`config.mk`:
```
export PLATFORM = sky130hd
export DESIGN_NAME = muldiv_ctrl_flat
export DESIGN_NICKNAME = d
export VERILOG_FILES = /design/src/rtl/muldiv_ctrl_if.sv /design/src/rtl/muldiv_ctrl.sv /design/src/flat_wrapper.sv
export SDC_FILE = /design/constraint.sdc
export NUM_CORES = 1
export LEC_CHECK = 0
export ABC_CLOCK_PERIOD_IN_PS = 6000
export BUFFER_PORTS_ARGS = -buffer_cell sky130_fd_sc_hd__buf_2
export CAP_MARGIN = 5
export CELL_PAD_IN_SITES_DETAIL_PLACEMENT = 2
export CELL_PAD_IN_SITES_GLOBAL_PLACEMENT = 2
export CORE_MARGIN = 5
export CORE_UTILIZATION = 25
export DETAILED_ROUTE_END_ITERATION = 16
export PLACE_DENSITY_LB_ADDON = 0.1
export SYNTH_ARGS = -nofsm -noshare
export SYNTH_HDL_FRONTEND = slang
export SYNTH_SLANG_ARGS = --single-unit
```
`constraint.sdc`:
```
create_clock -name clock -period 6 [get_ports clock]
set_input_delay 1.8 -clock clock [delete_from_list [all_inputs] [get_ports clock]]
set_output_delay 1.8 -clock clock [all_outputs]
set_load 0.005 [all_outputs]
```
`src/rtl/muldiv_ctrl_if.sv`:
```
// Handshake and data bus between CtrlUnit (master) and the MULT/DIV engine (slave).
// Optional feature macro: MULDIV_ABORT_EN adds the abort request line.
interface muldiv_ctrl_if #(
  parameter int WIDTH = 32
);
  logic             mult_start;
  logic             div_start;
`ifdef MULDIV_ABORT_EN
  logic             abort;
`endif
  logic [WIDTH-1:0] op_a;
  logic [WIDTH-1:0] op_b;
  logic             busy;
  logic             done;
  logic             div_zero;
  logic [WIDTH-1:0] hi_out;
  logic [WIDTH-1:0] lo_out;
  logic             hi_write;
  logic             lo_write;

`ifdef MULDIV_ABORT_EN
  modport master (
    output mult_start, div_start, abort, op_a, op_b,
    input  busy, done, div_zero, hi_out, lo_out, hi_write, lo_write
  );
  modport slave (
    input  mult_start, div_start, abort, op_a, op_b,
    output busy, done, div_zero, hi_out, lo_out, hi_write, lo_write
  );
`else
  modport master (
    output mult_start, div_start, op_a, op_b,
    input  busy, done, div_zero, hi_out, lo_out, hi_write, lo_write
  );
  modport slave (
    input  mult_start, div_start, op_a, op_b,
    output busy, done, div_zero, hi_out, lo_out, hi_write, lo_write
  );
`endif
endinterface

```
`src/rtl/muldiv_ctrl.sv`:
```
// Multi-cycle signed MULT/DIV engine and sequencer for the multicycle MIPS CPU.
// Radix-2 Booth multiply and restoring divide on magnitudes, one bit per cycle.
// Optional feature macro: MULDIV_ABORT_EN lets CtrlUnit flush a running operation.
//
// state  | meaning
// -------+------------------------------------------------------------
// IDLE   | waiting for mult_start / div_start
// MULT   | Booth iteration, WIDTH cycles
// DIV    | restoring division iteration, WIDTH cycles
// DONE   | one cycle: results registered, HI/LO write strobes high
// DZERO  | one cycle: divisor was zero, done + div_zero, no HI/LO write
module muldiv_ctrl #(
  parameter int WIDTH = 32,
  parameter int CNT_W = 6
) (
  input  logic           clock,
  input  logic           reset,
  muldiv_ctrl_if.slave   bus
);

  typedef enum logic [2:0] {
    S_IDLE,
    S_MULT,
    S_DIV,
    S_DONE,
    S_DZERO
  } state_t;

  state_t           state, state_nxt;
  logic [CNT_W-1:0] cnt;
  logic             cnt_last;
  logic             abort_req;

  // Booth: sign-extended upper half (WIDTH+1), lower half (WIDTH) and the
  // appended q(-1) bit together form the 2*WIDTH+1-bit accumulator. The extra
  // upper bit keeps A-M exact when M is the most negative value.
  logic [WIDTH:0]   b_acc;
  logic [WIDTH-1:0] b_q;
  logic             b_qm1;
  logic [WIDTH-1:0] b_m;
  logic [WIDTH:0]   m_ext;
  logic [WIDTH:0]   b_sum;
  logic [WIDTH:0]   b_acc_nxt;
  logic [WIDTH-1:0] b_q_nxt;

  // Restoring divider on magnitudes; signs reapplied on the final step.
  logic [WIDTH-1:0] d_rem;
  logic [WIDTH-1:0] d_quo;
  logic [WIDTH-1:0] d_dvs;
  logic             neg_q;
  logic             neg_r;
  logic [WIDTH:0]   d_shift;
  logic [WIDTH-1:0] d_diff;
  logic             d_qbit;
  logic [WIDTH-1:0] d_rem_nxt;
  logic [WIDTH-1:0] d_quo_nxt;
  logic [WIDTH-1:0] d_quo_fix;
  logic [WIDTH-1:0] d_rem_fix;

  logic [WIDTH-1:0] a_mag;
  logic [WIDTH-1:0] b_mag;
  logic             b_is_zero;

  logic [WIDTH-1:0] hi_q;
  logic [WIDTH-1:0] lo_q;

`ifdef MULDIV_ABORT_EN
  assign abort_req = bus.abort;
`else
  assign abort_req = 1'b0;
`endif

  assign cnt_last  = (cnt == '0);
  assign a_mag     = bus.op_a[WIDTH-1] ? -bus.op_a : bus.op_a;
  assign b_mag     = bus.op_b[WIDTH-1] ? -bus.op_b : bus.op_b;
  assign b_is_zero = (bus.op_b == '0);

  // One Booth step: add/subtract multiplicand by the bit pair, then arithmetic shift.
  always_comb begin
    m_ext = {b_m[WIDTH-1], b_m};
    case ({b_q[0], b_qm1})
      2'b01:   b_sum = b_acc + m_ext;
      2'b10:   b_sum = b_acc - m_ext;
      default: b_sum = b_acc;
    endcase
    b_acc_nxt = {b_sum[WIDTH], b_sum[WIDTH:1]};
    b_q_nxt   = {b_sum[0], b_q[WIDTH-1:1]};
  end

  // One restoring-division step plus the sign fix-up used on the last step.
  // The partial remainder always stays below the divisor, so WIDTH bits hold it.
  always_comb begin
    d_shift   = {d_rem, d_quo[WIDTH-1]};
    d_qbit    = (d_shift >= {1'b0, d_dvs});
    d_diff    = d_shift[WIDTH-1:0] - d_dvs;
    d_rem_nxt = d_qbit ? d_diff : d_shift[WIDTH-1:0];
    d_quo_nxt = {d_quo[WIDTH-2:0], d_qbit};
    d_quo_fix = neg_q ? -d_quo_nxt : d_quo_nxt;
    d_rem_fix = neg_r ? -d_rem_nxt : d_rem_nxt;
  end

  // State register.
  always_ff @(posedge clock or negedge reset) begin
    if (!reset) state <= S_IDLE;
    else        state <= state_nxt;
  end

  // Next-state decode; starts are only honoured in IDLE, multiply has priority.
  always_comb begin
    state_nxt = state;
    case (state)
      S_IDLE: begin
        if (bus.mult_start)     state_nxt = S_MULT;
        else if (bus.div_start) state_nxt = b_is_zero ? S_DZERO : S_DIV;
      end
      S_MULT, S_DIV: begin
        if (abort_req)     state_nxt = S_IDLE;
        else if (cnt_last) state_nxt = S_DONE;
      end
      S_DONE, S_DZERO: state_nxt = S_IDLE;
      default:         state_nxt = S_IDLE;
    endcase
  end

  // Iteration counter, operand capture, per-cycle steps and result registers.
  always_ff @(posedge clock or negedge reset) begin
    if (!reset) begin
      cnt   <= '0;
      b_acc <= '0;
      b_q   <= '0;
      b_qm1 <= 1'b0;
      b_m   <= '0;
      d_rem <= '0;
      d_quo <= '0;
      d_dvs <= '0;
      neg_q <= 1'b0;
      neg_r <= 1'b0;
      hi_q  <= '0;
      lo_q  <= '0;
    end else begin
      case (state)
        S_IDLE: begin
          if (bus.mult_start) begin
            b_m   <= bus.op_a;
            b_q   <= bus.op_b;
            b_acc <= '0;
            b_qm1 <= 1'b0;
            cnt   <= CNT_W'(WIDTH - 1);
          end else if (bus.div_start && !b_is_zero) begin
            d_quo <= a_mag;
            d_dvs <= b_mag;
            d_rem <= '0;
            neg_q <= bus.op_a[WIDTH-1] ^ bus.op_b[WIDTH-1];
            neg_r <= bus.op_a[WIDTH-1];
            cnt   <= CNT_W'(WIDTH - 1);
          end
        end
        S_MULT: begin
          if (!abort_req) begin
            b_acc <= b_acc_nxt;
            b_q   <= b_q_nxt;
            b_qm1 <= b_q[0];
            cnt   <= cnt - 1'b1;
            if (cnt_last) begin
              hi_q <= b_acc_nxt[WIDTH-1:0];
              lo_q <= b_q_nxt;
            end
          end
        end
        S_DIV: begin
          if (!abort_req) begin
            d_rem <= d_rem_nxt;
            d_quo <= d_quo_nxt;
            cnt   <= cnt - 1'b1;
            if (cnt_last) begin
              hi_q <= d_rem_fix;
              lo_q <= d_quo_fix;
            end
          end
        end
        default: ;
      endcase
    end
  end

  assign bus.busy     = (state == S_MULT) || (state == S_DIV);
  assign bus.done     = (state == S_DONE) || (state == S_DZERO);
  assign bus.div_zero = (state == S_DZERO);
  assign bus.hi_write = (state == S_DONE);
  assign bus.lo_write = (state == S_DONE);
  assign bus.hi_out   = hi_q;
  assign bus.lo_out   = lo_q;

endmodule

```
`src/flat_wrapper.sv`:
```
// flat-port wrapper written by rule: the top's interface ports become plain ports
module muldiv_ctrl_flat 
#(
  parameter int WIDTH = 32,
  parameter int CNT_W = 6
)
  (clock, reset, bus_mult_start, bus_div_start, bus_op_a, bus_op_b, bus_busy, bus_done, bus_div_zero, bus_hi_out, bus_lo_out, bus_hi_write, bus_lo_write);
  muldiv_ctrl_if #(.WIDTH(WIDTH)) bus_i ();
  input  logic clock;
  input  logic reset;
  input wire logic [$bits(bus_i.mult_start)-1:0] bus_mult_start;
  input wire logic [$bits(bus_i.div_start)-1:0] bus_div_start;
  input wire logic [$bits(bus_i.op_a)-1:0] bus_op_a;
  input wire logic [$bits(bus_i.op_b)-1:0] bus_op_b;
  output wire logic [$bits(bus_i.busy)-1:0] bus_busy;
  output wire logic [$bits(bus_i.done)-1:0] bus_done;
  output wire logic [$bits(bus_i.div_zero)-1:0] bus_div_zero;
  output wire logic [$bits(bus_i.hi_out)-1:0] bus_hi_out;
  output wire logic [$bits(bus_i.lo_out)-1:0] bus_lo_out;
  output wire logic [$bits(bus_i.hi_write)-1:0] bus_hi_write;
  output wire logic [$bits(bus_i.lo_write)-1:0] bus_lo_write;
  assign bus_i.mult_start = bus_mult_start;
  assign bus_i.div_start = bus_div_start;
  assign bus_i.op_a = bus_op_a;
  assign bus_i.op_b = bus_op_b;
  assign bus_busy = bus_i.busy;
  assign bus_done = bus_i.done;
  assign bus_div_zero = bus_i.div_zero;
  assign bus_hi_out = bus_i.hi_out;
  assign bus_lo_out = bus_i.lo_out;
  assign bus_hi_write = bus_i.hi_write;
  assign bus_lo_write = bus_i.lo_write;
  muldiv_ctrl #(.WIDTH(WIDTH), .CNT_W(CNT_W)) u_core (.clock(clock), .reset(reset), .bus(bus_i));
endmodule
```
==> summary.txt <==
Number of remaining DRC errors: 0
Cell-internal power: 7900 µW
Sw frac: 52.8%
Die Wd: 284 µm
Sw power: 8840 µW
Commonest non-fill, non-tap cell in the layout: nand2_1
Bufs and invs on worst path: 2
Vias per std cell: 5.37
RSZ-0062 raised after global routing: false
Worst-path maximum fanout: 8
Die height: 284 µm
Most frequent cells in the layout: nand2_1, dfrtp_1, o21ai_0
Worst VDD drop: 0.300 mV
First-pass GRT wire length: 129000 µm
Least-Margin Pin Slew: 1.09 ns
HP Start: u_core.bus.hi_out[0]
Row cnt: 100
Final setup viols: 0
Critical path class: flop to flop
Post-DP HPWL: 65500 µm
Final Critical Period: 5.63 ns
Synth Register Bits: 268
Worst EP arrival: 6.02 ns
Max Transition Viols Final: 0
Syn Inst Count: 2328
Yosys warnings: 0
Hold Vio Cnt, Final: 0
Initial antenna violation count: 4
Area grow syn2layout: 17.5%
Drt pass-1 iters: 5
Worst r2r src: u_core.d_rem[13]
Final Skew: 0.0170 ns
WHS Path Cells: 2
Leak: 0.00976 µW
Seq/Total Area, Yosys: 35.7%
CP endpoint kind: flop
Layout cell share with drive strength beyond 1: 11.9%
CTS sink count: 268
Clock power share: 15.4%
Async set-reset flop share out of synthesis: 100%
CTS tree: built
Total grt overflow: 0
All-Layer GR Usage: 20.7%
R2r setup slk: 0.37 ns
DR vias: 18300
Pwr dens: 757 nW/µm²
Net Count, Synth: 2470
HP Class: flop to flop
Post-synthesis cell type count: 75
Comb pwr share: 65.7%
Final wirelength: 86100 µm
Root Driver: clkbuf_16
Largest net degree at the start of global routing: 94
CTS max path bufs: 3
Crit path required time: 6.40 ns
Syn_area_per_cell: 8.08 µm²
Max-Cap Viols: 0
CORE AREA: 74600 µm²
Crit-path most repeated cell: nand4_1
Main synth FF type: dfrtp_1
Syn Std Cell Area: 18800 µm²
Crit-path slowest cell: or4b_2
CP Cell Sequence: ha_1, nand4_1, nor3_1, nand4_1, o211a_1, o21ai_4, clkinv_1, mux2i_2, ha_2, nand2_1, inv_1, o2111ai_1, or3_1, or4b_2, o31a_1, o41ai_1, xor2_1, a22oi_1, o21ai_0
Slew HR: 27.3%
Setup TNS: 0 ns
Initial Util: 25.2%
Startpoint types: flop
Clk_lat worst skew: 0.57 ns
Flop pwr share: 19.0%
I/O Pins: 137
Fmax: 178 MHz
Status: complete, no violations
Hold endpoint: u_core.bus.hi_out[0]
Final worst-path cycle share: 93.8%
Vias in the first global route: 19900
FF-to-FF End: u_core.bus.hi_out[20]
# nets final: 2559
Cts bufs inserted: 39
Initial DRC count: 944
CP peak stage delay: 0.69 ns
Routed Antenna Nets: 0
Routed wire per std cell: 25.2 µm
R2R depth: 19
Die area: 80800 µm²
H-tree Lvls: 2
Port buffer count: 136
EDFF count, synth: 0
Delay-heaviest family, CP: simple AND/OR/NAND/NOR gates
Total Power: 16700 µW
CTS clk-pin slew, worst paths: 0.06 ns
Placer Congestion: 0.823
==> metrics by stage <==
stage / hold slack, ns / utilization, % / cells / cell area (µm²) / worst slack, ns
floorplan: 0.450 / - / 2328 / 18800 / 0.193
global placement: 0.459 / 27.7 / 3344 / 20700 / 0.0205
detailed placement: 0.469 / 27.7 / 3344 / 20700 / 0.0662
CTS: 0.482 / 29.6 / 3413 / 22100 / 0.0409
global route: 0.505 / 29.6 / 3414 / 22100 / 0.0387
finish: 0.473 / 29.6 / 3416 / 22100 / 0.371
==> power groups by stage <==
stage               clock network (µW)  logic [µW]  registers [µW]
floorplan                            0        7340            2890
global placement                     0       10800            3170
detailed placement                   0       11000            3200
CTS                               2650       11100            3180
global route                      2730       12100            3260
finish                            2570       11000            3170
==> worst max-delay path by stage <==
stage | from | endpoint | slack (ns) | depth (start not counted)
after floorplan | u_core.d_rem[5] | u_core.bus.hi_out[20] | 0.19 | 23
after global placement | bus_op_a[6] | u_core.d_quo[31] | 0.02 | 9
after detailed placement | bus_op_a[6] | u_core.d_quo[31] | 0.07 | 9
after CTS | u_core.d_rem[6] | u_core.bus.hi_out[20] | 0.04 | 20
after global routing | u_core.d_rem[5] | u_core.bus.hi_out[20] | 0.04 | 21
final | u_core.d_rem[13] | u_core.bus.hi_out[20] | 0.37 | 19
==> synthesized netlist by cell type, drive strengths merged (14+ instances only) <==
| library cell | instances | area share (%) |
|---|---|---|
| a31oi | 42 | 1.4 |
| inv | 75 | 1.5 |
| nor4 | 16 | 0.53 |
| a22oi | 24 | 0.96 |
| a211oi | 17 | 0.68 |
| o22ai | 25 | 0.83 |
| a21oi | 143 | 3.8 |
| o211ai | 16 | 0.64 |
| mux2i | 28 | 1.5 |
| o21a | 15 | 0.60 |
| clkbuf | 109 | 2.2 |
| nor3 | 41 | 1.1 |
| buf | 21 | 0.46 |
| or3 | 25 | 0.86 |
| nand4 | 14 | 0.47 |
| nand3 | 57 | 1.5 |
| a22o | 18 | 0.84 |
| xnor2 | 109 | 5.1 |
| nor2 | 181 | 3.6 |
| nand2b | 14 | 0.47 |
| o41ai | 18 | 0.92 |
| or4 | 22 | 1.0 |
| ha | 72 | 4.8 |
| dfrtp | 268 | 36 |
| a21o | 29 | 1.2 |
| xor2 | 89 | 4.1 |
| o21ai | 227 | 6.0 |
| nand2 | 399 | 8.0 |
| o31ai | 45 | 1.8 |
| a221o | 18 | 0.96 |
==> logic make-up (layout without fill, tap and decap cells) <==
logic type / count (synthesis) / in the layout / synth area share (%)
AO/OA/AOI/OAI: 715 / 715 / 24.2
XOR/XNOR: 198 / 198 / 9.22
adder cells (fa/ha/maj): 74 / 74 / 5.00
buffers and inverters: 207 / 324 / 4.17
flip-flops: 268 / 268 / 35.7
multiplexers: 35 / 35 / 1.91
other: 0 / 2 / 0
AND/OR/NAND/NOR: 831 / 831 / 19.8
==> state kept, by name, summed over array words and instances (netlist names) <==
register           count
u_core.b_acc          32
u_core.b_m            32
u_core.b_q            32
u_core.bus.hi_out     32
u_core.bus.lo_out     32
u_core.d_dvs          32
u_core.d_quo          32
u_core.d_rem          32
u_core.cnt             6
u_core.state           3
u_core.b_qm1           1
u_core.neg_q           1
u_core.neg_r           1
==> per-layer routing <==
metal | vias up | part of all wire, % | routed length (µm) | track usage (%)
li1 | 8528 | - | - | -
met1 | 9452 | 46 | 39700 | 27.6
met2 | 281 | 48 | 41700 | 35.7
met3 | 81 | 3.4 | 2920 | 2.86
met4 | 2 | 2.0 | 1680 | 4.36
met5 | - | 0.014 | 12 | 0
==> what timing repair did <==
action,CTS,global route
endpoints found under the setup margin,0,7
resized for setup,0,10
setup buffers,0,1
hold buffers,0,0
==> worst min-delay path: stages (launching register included) <==
cell and delay, ns:
dfrtp_1 0.34, nand2_1 0.05, nand2_1 0.05
==> cell type report <==
type	instances	area [µm²]
Timing Repair Buffer	178	1060
Inverter	77	289
Clock buffer	54	1130
Antenna cell	2	5.00
Fill cell	8567	52500
Multi-Input combinational cell	1853	11400
Sequential cell	268	6710
Tap cell	969	1210
Clock inverter	15	265
No activity file was read; power rests on OpenSTA's default activity.
